==> config.mk <==
export PLATFORM = sky130hd
export DESIGN_NAME = mont_domain_conv_flat
export DESIGN_NICKNAME = d
export VERILOG_FILES = /design/src/rtl/mont_domain_conv_if.sv /design/src/rtl/mont_domain_conv.sv /design/src/flat_wrapper.sv
export SDC_FILE = /design/constraint.sdc
export NUM_CORES = 1
export LEC_CHECK = 0
export BUFFER_PORTS_ARGS = -buffer_cell sky130_fd_sc_hd__buf_4
export CORE_ASPECT_RATIO = 1.75
export CORE_MARGIN = 3
export CORE_UTILIZATION = 60
export CTS_CLUSTER_DIAMETER = 30
export DETAILED_ROUTE_END_ITERATION = 10
export HOLD_SLACK_MARGIN = 0.12
export PLACE_DENSITY = 0.88
export SETUP_SLACK_MARGIN = 0.1
export SKIP_CTS_REPAIR_TIMING = 1
export SYNTH_ARGS = -nofsm -noshare
export SYNTH_HDL_FRONTEND = slang
export SYNTH_SLANG_ARGS = --single-unit
==> constraint.sdc <==
create_clock -name clk -period 10.7 [get_ports clk]
set_input_delay 0.535 -clock clk [delete_from_list [all_inputs] [get_ports clk]]
set_output_delay 0.535 -clock clk [all_outputs]
set_load 0.1 [all_outputs]
==> src/rtl/mont_domain_conv_if.sv <==
// -----------------------------------------------------------------------------
// mont_domain_conv_if
// Coefficient stream bundle for the Montgomery domain converter.
//   Input side : in_valid, in_ready, in_data (signed a), in_mode (0 to_mont,
//                1 from_mont)
//   Output side: out_valid, out_ready, out_data (signed result), out_idx
//                (coefficient index within the polynomial), out_last
// master = producer/consumer environment, slave = the converter.
// -----------------------------------------------------------------------------
interface mont_domain_conv_if;
    logic               in_valid;
    logic               in_ready;
    logic signed [15:0] in_data;
    logic               in_mode;
    logic               out_valid;
    logic               out_ready;
    logic signed [15:0] out_data;
    logic [7:0]         out_idx;
    logic               out_last;

    modport master (
        output in_valid, in_data, in_mode, out_ready,
        input  in_ready, out_valid, out_data, out_idx, out_last
    );

    modport slave (
        input  in_valid, in_data, in_mode, out_ready,
        output in_ready, out_valid, out_data, out_idx, out_last
    );
endinterface

==> src/rtl/mont_domain_conv.sv <==
// -----------------------------------------------------------------------------
// mont_domain_conv
// Pipelined converter between the normal and Montgomery domains for Kyber
// coefficients (q = 3329, R = 2^16).
//   mode 0 (to_mont)  : out = montgomery_reduce(a * 1353)  = a*R     mod q
//   mode 1 (from_mont): out = montgomery_reduce(sext32(a)) = a*R^-1  mod q
// Ports:
//   clk   - rising-edge clock
//   reset - synchronous, active-high; flushes every in-flight beat
//   bus   - slave side of mont_domain_conv_if (valid/ready in and out,
//           signed data, mode tag, coefficient index and last flag)
// Parameters:
//   N_COEF    - coefficients per polynomial (out_last on index N_COEF-1)
//   NORMALIZE - 1: results in [0,q); 0: results in (-q,q)
// A beat accepted at edge k appears on the output after edge k+3. Every stage
// holds while the output register is stalled by out_ready low.
// -----------------------------------------------------------------------------
module mont_domain_conv #(
    parameter int N_COEF    = 256,
    parameter bit NORMALIZE = 1'b0
) (
    input  logic              clk,
    input  logic              reset,
    mont_domain_conv_if.slave bus
);
    localparam logic signed [31:0] Q_32     = 32'sd3329;
    localparam logic signed [15:0] Q_16     = 16'sd3329;
    localparam logic signed [31:0] R2_MOD_Q = 32'sd1353;
    localparam logic signed [15:0] Q_INV    = -16'sd3327;
    localparam logic [7:0]         LAST_IDX = 8'(N_COEF - 1);

    // stage registers
    logic               ready_en_r;
    logic               s1_valid_r;
    logic               s1_mode_r;
    logic signed [15:0] s1_a_r;
    logic               s2_valid_r;
    logic signed [31:0] s2_p_r;
    logic               s3_valid_r;
    logic signed [31:0] s3_p_r;
    logic signed [15:0] s3_t_r;
    logic               out_valid_r;
    logic signed [15:0] out_data_r;
    logic [7:0]         out_idx_r;
    logic               out_last_r;

    // combinational
    logic               stall_s;
    logic               in_ready_s;
    logic               accept_s;
    logic               xfer_s;
    logic signed [31:0] p_s;
    logic signed [15:0] t_s;
    logic signed [31:0] diff_s;
    logic signed [15:0] r_s;
    logic signed [15:0] res_s;
    logic [15:0]        diff_low_unused_s;
    logic [7:0]         idx_next_s;

    // Handshake: the whole pipe freezes while the output is held.
    // ready_en_r keeps in_ready low during reset and releases it one cycle later.
    always_comb begin
        stall_s    = out_valid_r & ~bus.out_ready;
        in_ready_s = ready_en_r & ~stall_s;
        accept_s   = bus.in_valid & in_ready_s;
        xfer_s     = out_valid_r & bus.out_ready;
    end

    // S1 arithmetic: widen the coefficient, scaling by R^2 mod q for to_mont.
    always_comb begin
        if (s1_mode_r) begin
            p_s = 32'(s1_a_r);
        end else begin
            p_s = 32'(s1_a_r) * R2_MOD_Q;
        end
    end

    // S2 arithmetic: t = low16(p) * q^-1, only the low 16 bits matter.
    always_comb begin
        t_s = s2_p_r[15:0] * Q_INV;
    end

    // S3 arithmetic: p - t*q has zero low half by construction, so the
    // arithmetic shift by 16 is just the upper half.
    always_comb begin
        diff_s            = s3_p_r - 32'(s3_t_r) * Q_32;
        r_s               = diff_s[31:16];
        diff_low_unused_s = diff_s[15:0];
        if ((NORMALIZE == 1'b1) && (r_s < 16'sd0)) begin
            res_s = r_s + Q_16;
        end else begin
            res_s = r_s;
        end
    end

    // Next coefficient index: advances on each output transfer, wraps after last.
    always_comb begin
        if (xfer_s) begin
            if (out_idx_r == LAST_IDX) begin
                idx_next_s = 8'd0;
            end else begin
                idx_next_s = out_idx_r + 8'd1;
            end
        end else begin
            idx_next_s = out_idx_r;
        end
    end

    // Input-ready enable, low throughout reset.
    always_ff @(posedge clk) begin
        if (reset) begin
            ready_en_r <= 1'b0;
        end else begin
            ready_en_r <= 1'b1;
        end
    end

    // Stage 1: capture the accepted beat and its mode tag.
    always_ff @(posedge clk) begin
        if (reset) begin
            s1_valid_r <= 1'b0;
            s1_mode_r  <= 1'b0;
            s1_a_r     <= 16'sd0;
        end else if (!stall_s) begin
            s1_valid_r <= accept_s;
            if (accept_s) begin
                s1_a_r    <= bus.in_data;
                s1_mode_r <= bus.in_mode;
            end
        end
    end

    // Stage 2: register the 32-bit product p.
    always_ff @(posedge clk) begin
        if (reset) begin
            s2_valid_r <= 1'b0;
            s2_p_r     <= 32'sd0;
        end else if (!stall_s) begin
            s2_valid_r <= s1_valid_r;
            if (s1_valid_r) begin
                s2_p_r <= p_s;
            end
        end
    end

    // Stage 3: register the reduction factor t alongside p.
    always_ff @(posedge clk) begin
        if (reset) begin
            s3_valid_r <= 1'b0;
            s3_p_r     <= 32'sd0;
            s3_t_r     <= 16'sd0;
        end else if (!stall_s) begin
            s3_valid_r <= s2_valid_r;
            if (s2_valid_r) begin
                s3_p_r <= s2_p_r;
                s3_t_r <= t_s;
            end
        end
    end

    // Output register: result, valid and last flag; held while stalled.
    always_ff @(posedge clk) begin
        if (reset) begin
            out_valid_r <= 1'b0;
            out_data_r  <= 16'sd0;
            out_last_r  <= 1'b0;
        end else if (!stall_s) begin
            out_valid_r <= s3_valid_r;
            out_last_r  <= s3_valid_r & (idx_next_s == LAST_IDX);
            if (s3_valid_r) begin
                out_data_r <= res_s;
            end
        end
    end

    // Coefficient index counter; a transfer implies no stall.
    always_ff @(posedge clk) begin
        if (reset) begin
            out_idx_r <= 8'd0;
        end else begin
            out_idx_r <= idx_next_s;
        end
    end

    assign bus.in_ready  = in_ready_s;
    assign bus.out_valid = out_valid_r;
    assign bus.out_data  = out_data_r;
    assign bus.out_idx   = out_idx_r;
    assign bus.out_last  = out_last_r;
endmodule

==> src/flat_wrapper.sv <==
// flat-port wrapper written by rule: the top's interface ports become plain ports
module mont_domain_conv_flat 
#(
    parameter int N_COEF    = 256,
    parameter bit NORMALIZE = 1'b0
)
  (clk, reset, bus_in_valid, bus_in_data, bus_in_mode, bus_out_ready, bus_in_ready, bus_out_valid, bus_out_data, bus_out_idx, bus_out_last);
  mont_domain_conv_if bus_i ();
  input  logic clk;
  input  logic reset;
  input wire logic [$bits(bus_i.in_valid)-1:0] bus_in_valid;
  input wire logic [$bits(bus_i.in_data)-1:0] bus_in_data;
  input wire logic [$bits(bus_i.in_mode)-1:0] bus_in_mode;
  input wire logic [$bits(bus_i.out_ready)-1:0] bus_out_ready;
  output wire logic [$bits(bus_i.in_ready)-1:0] bus_in_ready;
  output wire logic [$bits(bus_i.out_valid)-1:0] bus_out_valid;
  output wire logic [$bits(bus_i.out_data)-1:0] bus_out_data;
  output wire logic [$bits(bus_i.out_idx)-1:0] bus_out_idx;
  output wire logic [$bits(bus_i.out_last)-1:0] bus_out_last;
  assign bus_i.in_valid = bus_in_valid;
  assign bus_i.in_data = bus_in_data;
  assign bus_i.in_mode = bus_in_mode;
  assign bus_i.out_ready = bus_out_ready;
  assign bus_in_ready = bus_i.in_ready;
  assign bus_out_valid = bus_i.out_valid;
  assign bus_out_data = bus_i.out_data;
  assign bus_out_idx = bus_i.out_idx;
  assign bus_out_last = bus_i.out_last;
  mont_domain_conv #(.N_COEF(N_COEF), .NORMALIZE(NORMALIZE)) u_core (.clk(clk), .reset(reset), .bus(bus_i));
endmodule
Yosys cells after proc, flatten, opt, wreduce, memory -nomap -nowiden
Cells that the tools add are included.

word-level totals
  flip-flop bits (word level) = 127
  output and inout bits = 27
  word-level logic and storage cells = 35

operators by class
  add/subtract/negate cells = 2
  mux-type cells = 4
  equality and inequality tests = 2
  reductions and logical operators = 4
  bitwise gates (word level) = 7
  $mul = 3

operators with widths
  kind                      number
  $mux W32                  1
  $sub A32 B32 Y32          1
  $mul A16 B13 Y29 const B  1
  $mul A16 B12 Y28 const B  1
  $eq A8 B8 Y1 const B      2
  $mul A16 B13 Y16 const B  1
  $mux W8                   2
  $add A8 B1 Y8 const B     1
  $reduce_and A2 Y1         4
  $and A1 B1 Y1             5
  $not A1 Y1                2
  $mux W1                   1

Depth between registers and ports, before layout
  word-level depth = 6
  gate-level depth with buffers = 27
  mapped depth without buffers = 27

Worst setup path before layout
No wires, ideal clock.

  kind = reg2reg
  start = register u_core.s3_t_r[1]
  end = register u_core.out_data_r[12], in the netlist u_core.bus.out_data[12]
  required time = 10614 ps
  library setup time = 86 ps
  period minus slack after synthesis = 5866 ps
  arrival = 5780 ps
  setup slack = 4834 ps
  cell stages (with the launch flop) = 26
  cells stage by stage = dfxtp_1 > ha_1 > inv_1 > fa_1 > inv_1 > ha_1 > fa_1 > ha_1 > ha_1 > o21ai_0 > o211ai_1 > a41oi_1 > o21ai_0 > a21oi_1 > o21ai_0 > a21oi_1 > xor2_1 > ha_1 > a2111oi_0 > o21ai_0 > o21a_1 > or3_1 > o21ai_1 > xnor2_1 > xnor2_1 > a211oi_1

between the ends
  longest elaborated chain between the ends = 2

ends and longest elaborated chain
  item                    line                     RTL
  from (decl)             mont_domain_conv.sv:41   logic signed [15:0] s3_t_r;
  from (signal assigned)  mont_domain_conv.sv:156  s3_t_r <= t_s;
  $mul A16 B13 Y29        mont_domain_conv.sv:86   diff_s = s3_p_r - 32'(s3_t_r) * Q_32;
  $sub A32 B32 Y32        mont_domain_conv.sv:86
  to (signal assigned)    mont_domain_conv.sv:171  out_data_r <= res_s;
  to (decl)               mont_domain_conv.sv:43   logic signed [15:0] out_data_r;

Every way passes these cells.
A chain may end at the register's enable or synchronous reset.

Worst setup path after layout
  start = register u_core.s3_t_r[2]
  end = register u_core.out_data_r[12], in the netlist u_core.bus.out_data[12]

The elaborated chain is that of the path after synthesis.

==> impl_metrics.py <==
metrics = {
    "yosys": {
        "async_flop_share_pct": 0,
        "synth_cells": 1196,
        "synth_seq_cells": 111,
        "syn-num-nets": 1520,
        "synth_top_area_share_pct": 25.29,
        "yosysUniqueCellTypes": 63,
        "synth_edf_count": 0,
        "synth_flop_cell": "dfxtp_1",
        "synth_area_um2": 10780,
        "syn_avg_cell_area_um2": 9.017,
        "yosys-top-cells-count": "ha_1, nand2_1, inv_1, a21oi_1, dfxtp_1",
        "ys_seq_area_share_pct": 20.61,
        "synth_area_leader_cell": "ha_1",
        "yosysMostFrequentCell": "ha_1",
        "synthTopCellsByArea": "ha_1, dfxtp_1, fa_1, nand2_1, a21oi_1",
        "ys_warn_count": 0,
    },
    "critical_path": {
        "reg2reg_to": "u_core.bus.out_data[12]",
        "crit_required_ps": 10990,
        "crit_buf_inv": 2,
        "cp_data_arrival_time_ps": 6890,
        "crit_slowest_cell": "fa_1",
        "r2r_setup_slack_ps": 4100,
        "path_common_cell": "ha_1",
        "r2r_start": "u_core.s3_t_r[2]",
        "critPathKind": "reg -> reg",
        "crit_family": "compound AO/OA/AOI/OAI gates",
        "worst-path-stages": 25,
        "rr_worst_depth": 25,
        "worst-path-max-fanout": 6,
        "crit_path_start_kind": "flip-flop",
        "endpoint_kind": "flip-flop",
        "critical_path.max_stage_delay_ps": 500,
    },
    "power_and_ir_drop": {
        "combPwrFrac_pct": 29.5,
        "p_int_mw": 0.7355,
        "peakVddDrop_v": 0.00008665,
        "power.density_nw_per_um2": 97.77,
        "p_switching_mw": 0.4039,
        "seq_power_share_pct": 38.7,
        "sw_frac_of_total_pct": 35.45,
        "clockPowerShare_pct": 31.8,
        "p_leak_nw": 6.056,
    },
    "sta": {
        "finalCriticalPeriod_ps": 6604,
        "finClkSkew_ps": 15.38,
        "fmax_mhz": 151.4,
        "whs_ps": 408.2,
        "slew_violations": 0,
        "hold_viol": 0,
        "slew_headroom_pct": 24.05,
        "worst_slew_pin_slew_ps": 1137,
        "min_period_over_period_pct": 61.72,
        "finalSetupViolations": 0,
        "rsz0062_at_grt": "no",
        "setup_tns_ps": 0,
    },
    "floorplanning": {
        "die_y_um": 183.4,
        "core_um2": 17540,
        "die_x_um": 107.3,
        "start_util_pct": 61.49,
        "dieArea_um2": 19680,
        "io_pins": 48,
        "fp-row-count": 64,
    },
    "grt": {
        "antenna_found_initial": 0,
        "grt_remaining_overflow": 0,
        "grt_pass1_vias": 9002,
        "grt_pass1_wl_um": 40880,
        "grt_max_degree": 91,
        "track_usage_pct": 25.50,
    },
    "placed_design": {
        "dpl.hpwl_um": 19370,
        "numPortBuffers": 47,
        "place_congestion": 0.9270,
    },
    "clocking": {
        "clock_sinks": 111,
        "clk_latency_ps": 370,
        "cts.clk_slew.worst_paths_ps": 90,
        "cts_inserted_buffers": 9,
        "htree_levels": 3,
        "cts_buffer_depth": 2,
        "root_buffer": "clkbuf_16",
        "tritoncts": "done",
    },
    "routing": {
        "viasPerCell": 5.894,
        "firstDrtPassIters": 5,
        "via_count": 8611,
        "drt_wl_total_um": 23830,
        "wl_per_cell_um": 16.31,
        "drt_iter0_markers": 457,
        "ant_nets": 0,
        "drc": 0,
    },
    "min_path": {
        "worstHoldStart": "bus_in_data[6]",
        "hp-class": "in -> reg",
        "holdPathStages": 3,
        "holdPathEnd": "u_core.s1_a_r[6]",
    },
    "layout": {
        "final_nets": 1549,
        "synthToLayoutAreaGrowth_pct": 8.075,
        "antenna_cells": 0,
        "drive_gt1_share_pct": 6.423,
    },
    "job": {
        "drv_cap": 0,
    },
    "run_status": {
        "status": "finished, final reports clean",
    },
}
through the flow:
| step | setup slack, ps | instances | utilization, % | instance area [um2] | power (mW) |
|---|---|---|---|---|---|
| 6_report | 4096 | 1461 | 66.46 | 11650 | 1.139 |
| 5_1_grt | 3695 | 1461 | 66.46 | 11650 | 1.204 |
| 4_1_cts | 4165 | 1461 | 66.46 | 11650 | 1.144 |
| 3_5_place_dp | 4171 | 1445 | 64.60 | 11330 | 0.7844 |
| 3_3_place_gp | 4482 | 1445 | 64.60 | 11330 | 0.7674 |
| 2_1_floorplan | 4834 | 1196 | - | 10780 | 0.7054 |
area by class of cell:
class                      count  area (um2)
multi-input combinational    915        7924
fill                        1328        5882
sequential                   111        2222
inverter                     138       518.0
timing repair buffer          50       375.4
tap                          231       289.0
clock buffer                   9       225.2
clock inverter                 7       101.3
worst reg2reg max path: stages (launching register included):
cell	delay, ps
dfxtp_1	350
ha_1	300
inv_1	60
fa_1	500
inv_1	40
ha_1	300
fa_1	460
ha_1	300
ha_1	370
o21ai_0	240
o211ai_1	140
a41oi_1	320
o21ai_0	210
a21oi_1	260
o21ai_0	100
a21oi_1	190
xor2_1	240
ha_1	350
a2111oi_0	450
o21ai_0	150
o21a_1	160
or3_1	350
o21ai_1	240
xnor2_1	170
xnor2_1	80
a211oi_1	220
layer usage:
metal | wire length, um | share of wire, % | up-vias | GRT usage, %
met2 | 13360 | 56 | 203 | 49.61
met5 | 0 | 0 | - | 0
met4 | 1211 | 5.1 | 0 | 13.85
met1 | 8609 | 36 | 4159 | 26.21
met3 | 651 | 2.7 | 80 | 2.149
li1 | - | - | 4169 | -
registers in the layout (all words and copies together) (netlist names):
name and count:
u_core.s2_p_r 28, u_core.bus.out_valid 1, u_core.s2_valid_r 1, u_core.s3_valid_r 1, u_core.ready_en_r 1, u_core.s1_mode_r 1
u_core.s1_valid_r 1, u_core.s3_t_r 16, u_core.bus.out_last 1, u_core.bus.out_data 16, u_core.s3_p_r 20, u_core.s1_a_r 16
u_core.bus.out_idx 8
logic make-up after synthesis:
group                    after synthesis  synth area share [%]
adder cells (fa/ha/maj)              303                 41.07
AND/OR/NAND/NOR                      278                 11.36
AO/OA/AOI/OAI                        271                 15.83
buffers and inverters                170                 5.917
flip-flops                           111                 20.61
XOR/XNOR                              55                 4.467
multiplexers                           8                0.7542
placed cells by master (no fill, tap or decap), types with 11 or more instances in the layout:
cell	count
nand3_1	11
nor2_1	47
xnor2_1	31
buf_4	50
xor2_1	24
inv_1	137
a21o_1	20
fa_1	85
nor3_1	11
a21oi_1	112
dfxtp_1	111
nand2_1	156
a211oi_1	15
o21ai_0	47
ha_1	218
power by group through the flow:
| stage | combinational [mW] | clock [mW] | sequential (mW) |
|---|---|---|---|
| 5_1_grt | 0.382 | 0.379 | 0.442 |
| 2_1_floorplan | 0.249 | 0 | 0.457 |
| 3_5_place_dp | 0.334 | 0 | 0.450 |
| 4_1_cts | 0.338 | 0.365 | 0.441 |
| 6_report | 0.337 | 0.362 | 0.441 |
| 3_3_place_gp | 0.317 | 0 | 0.450 |
worst max path at each step:
stage          slack (ps)                       to        startpoint
2_1_floorplan        4830  u_core.bus.out_data[12]  u_core.s3_t_r[1]
6_report             4100  u_core.bus.out_data[12]  u_core.s3_t_r[2]
4_1_cts              4170  u_core.bus.out_data[12]  u_core.s3_t_r[2]
3_5_place_dp         4170  u_core.bus.out_data[12]  u_core.s3_t_r[1]
5_1_grt              3700  u_core.bus.out_data[14]  u_core.s3_t_r[1]
3_3_place_gp         4480  u_core.bus.out_data[12]  u_core.s3_t_r[1]
Power figures use the tool's default switching activity.
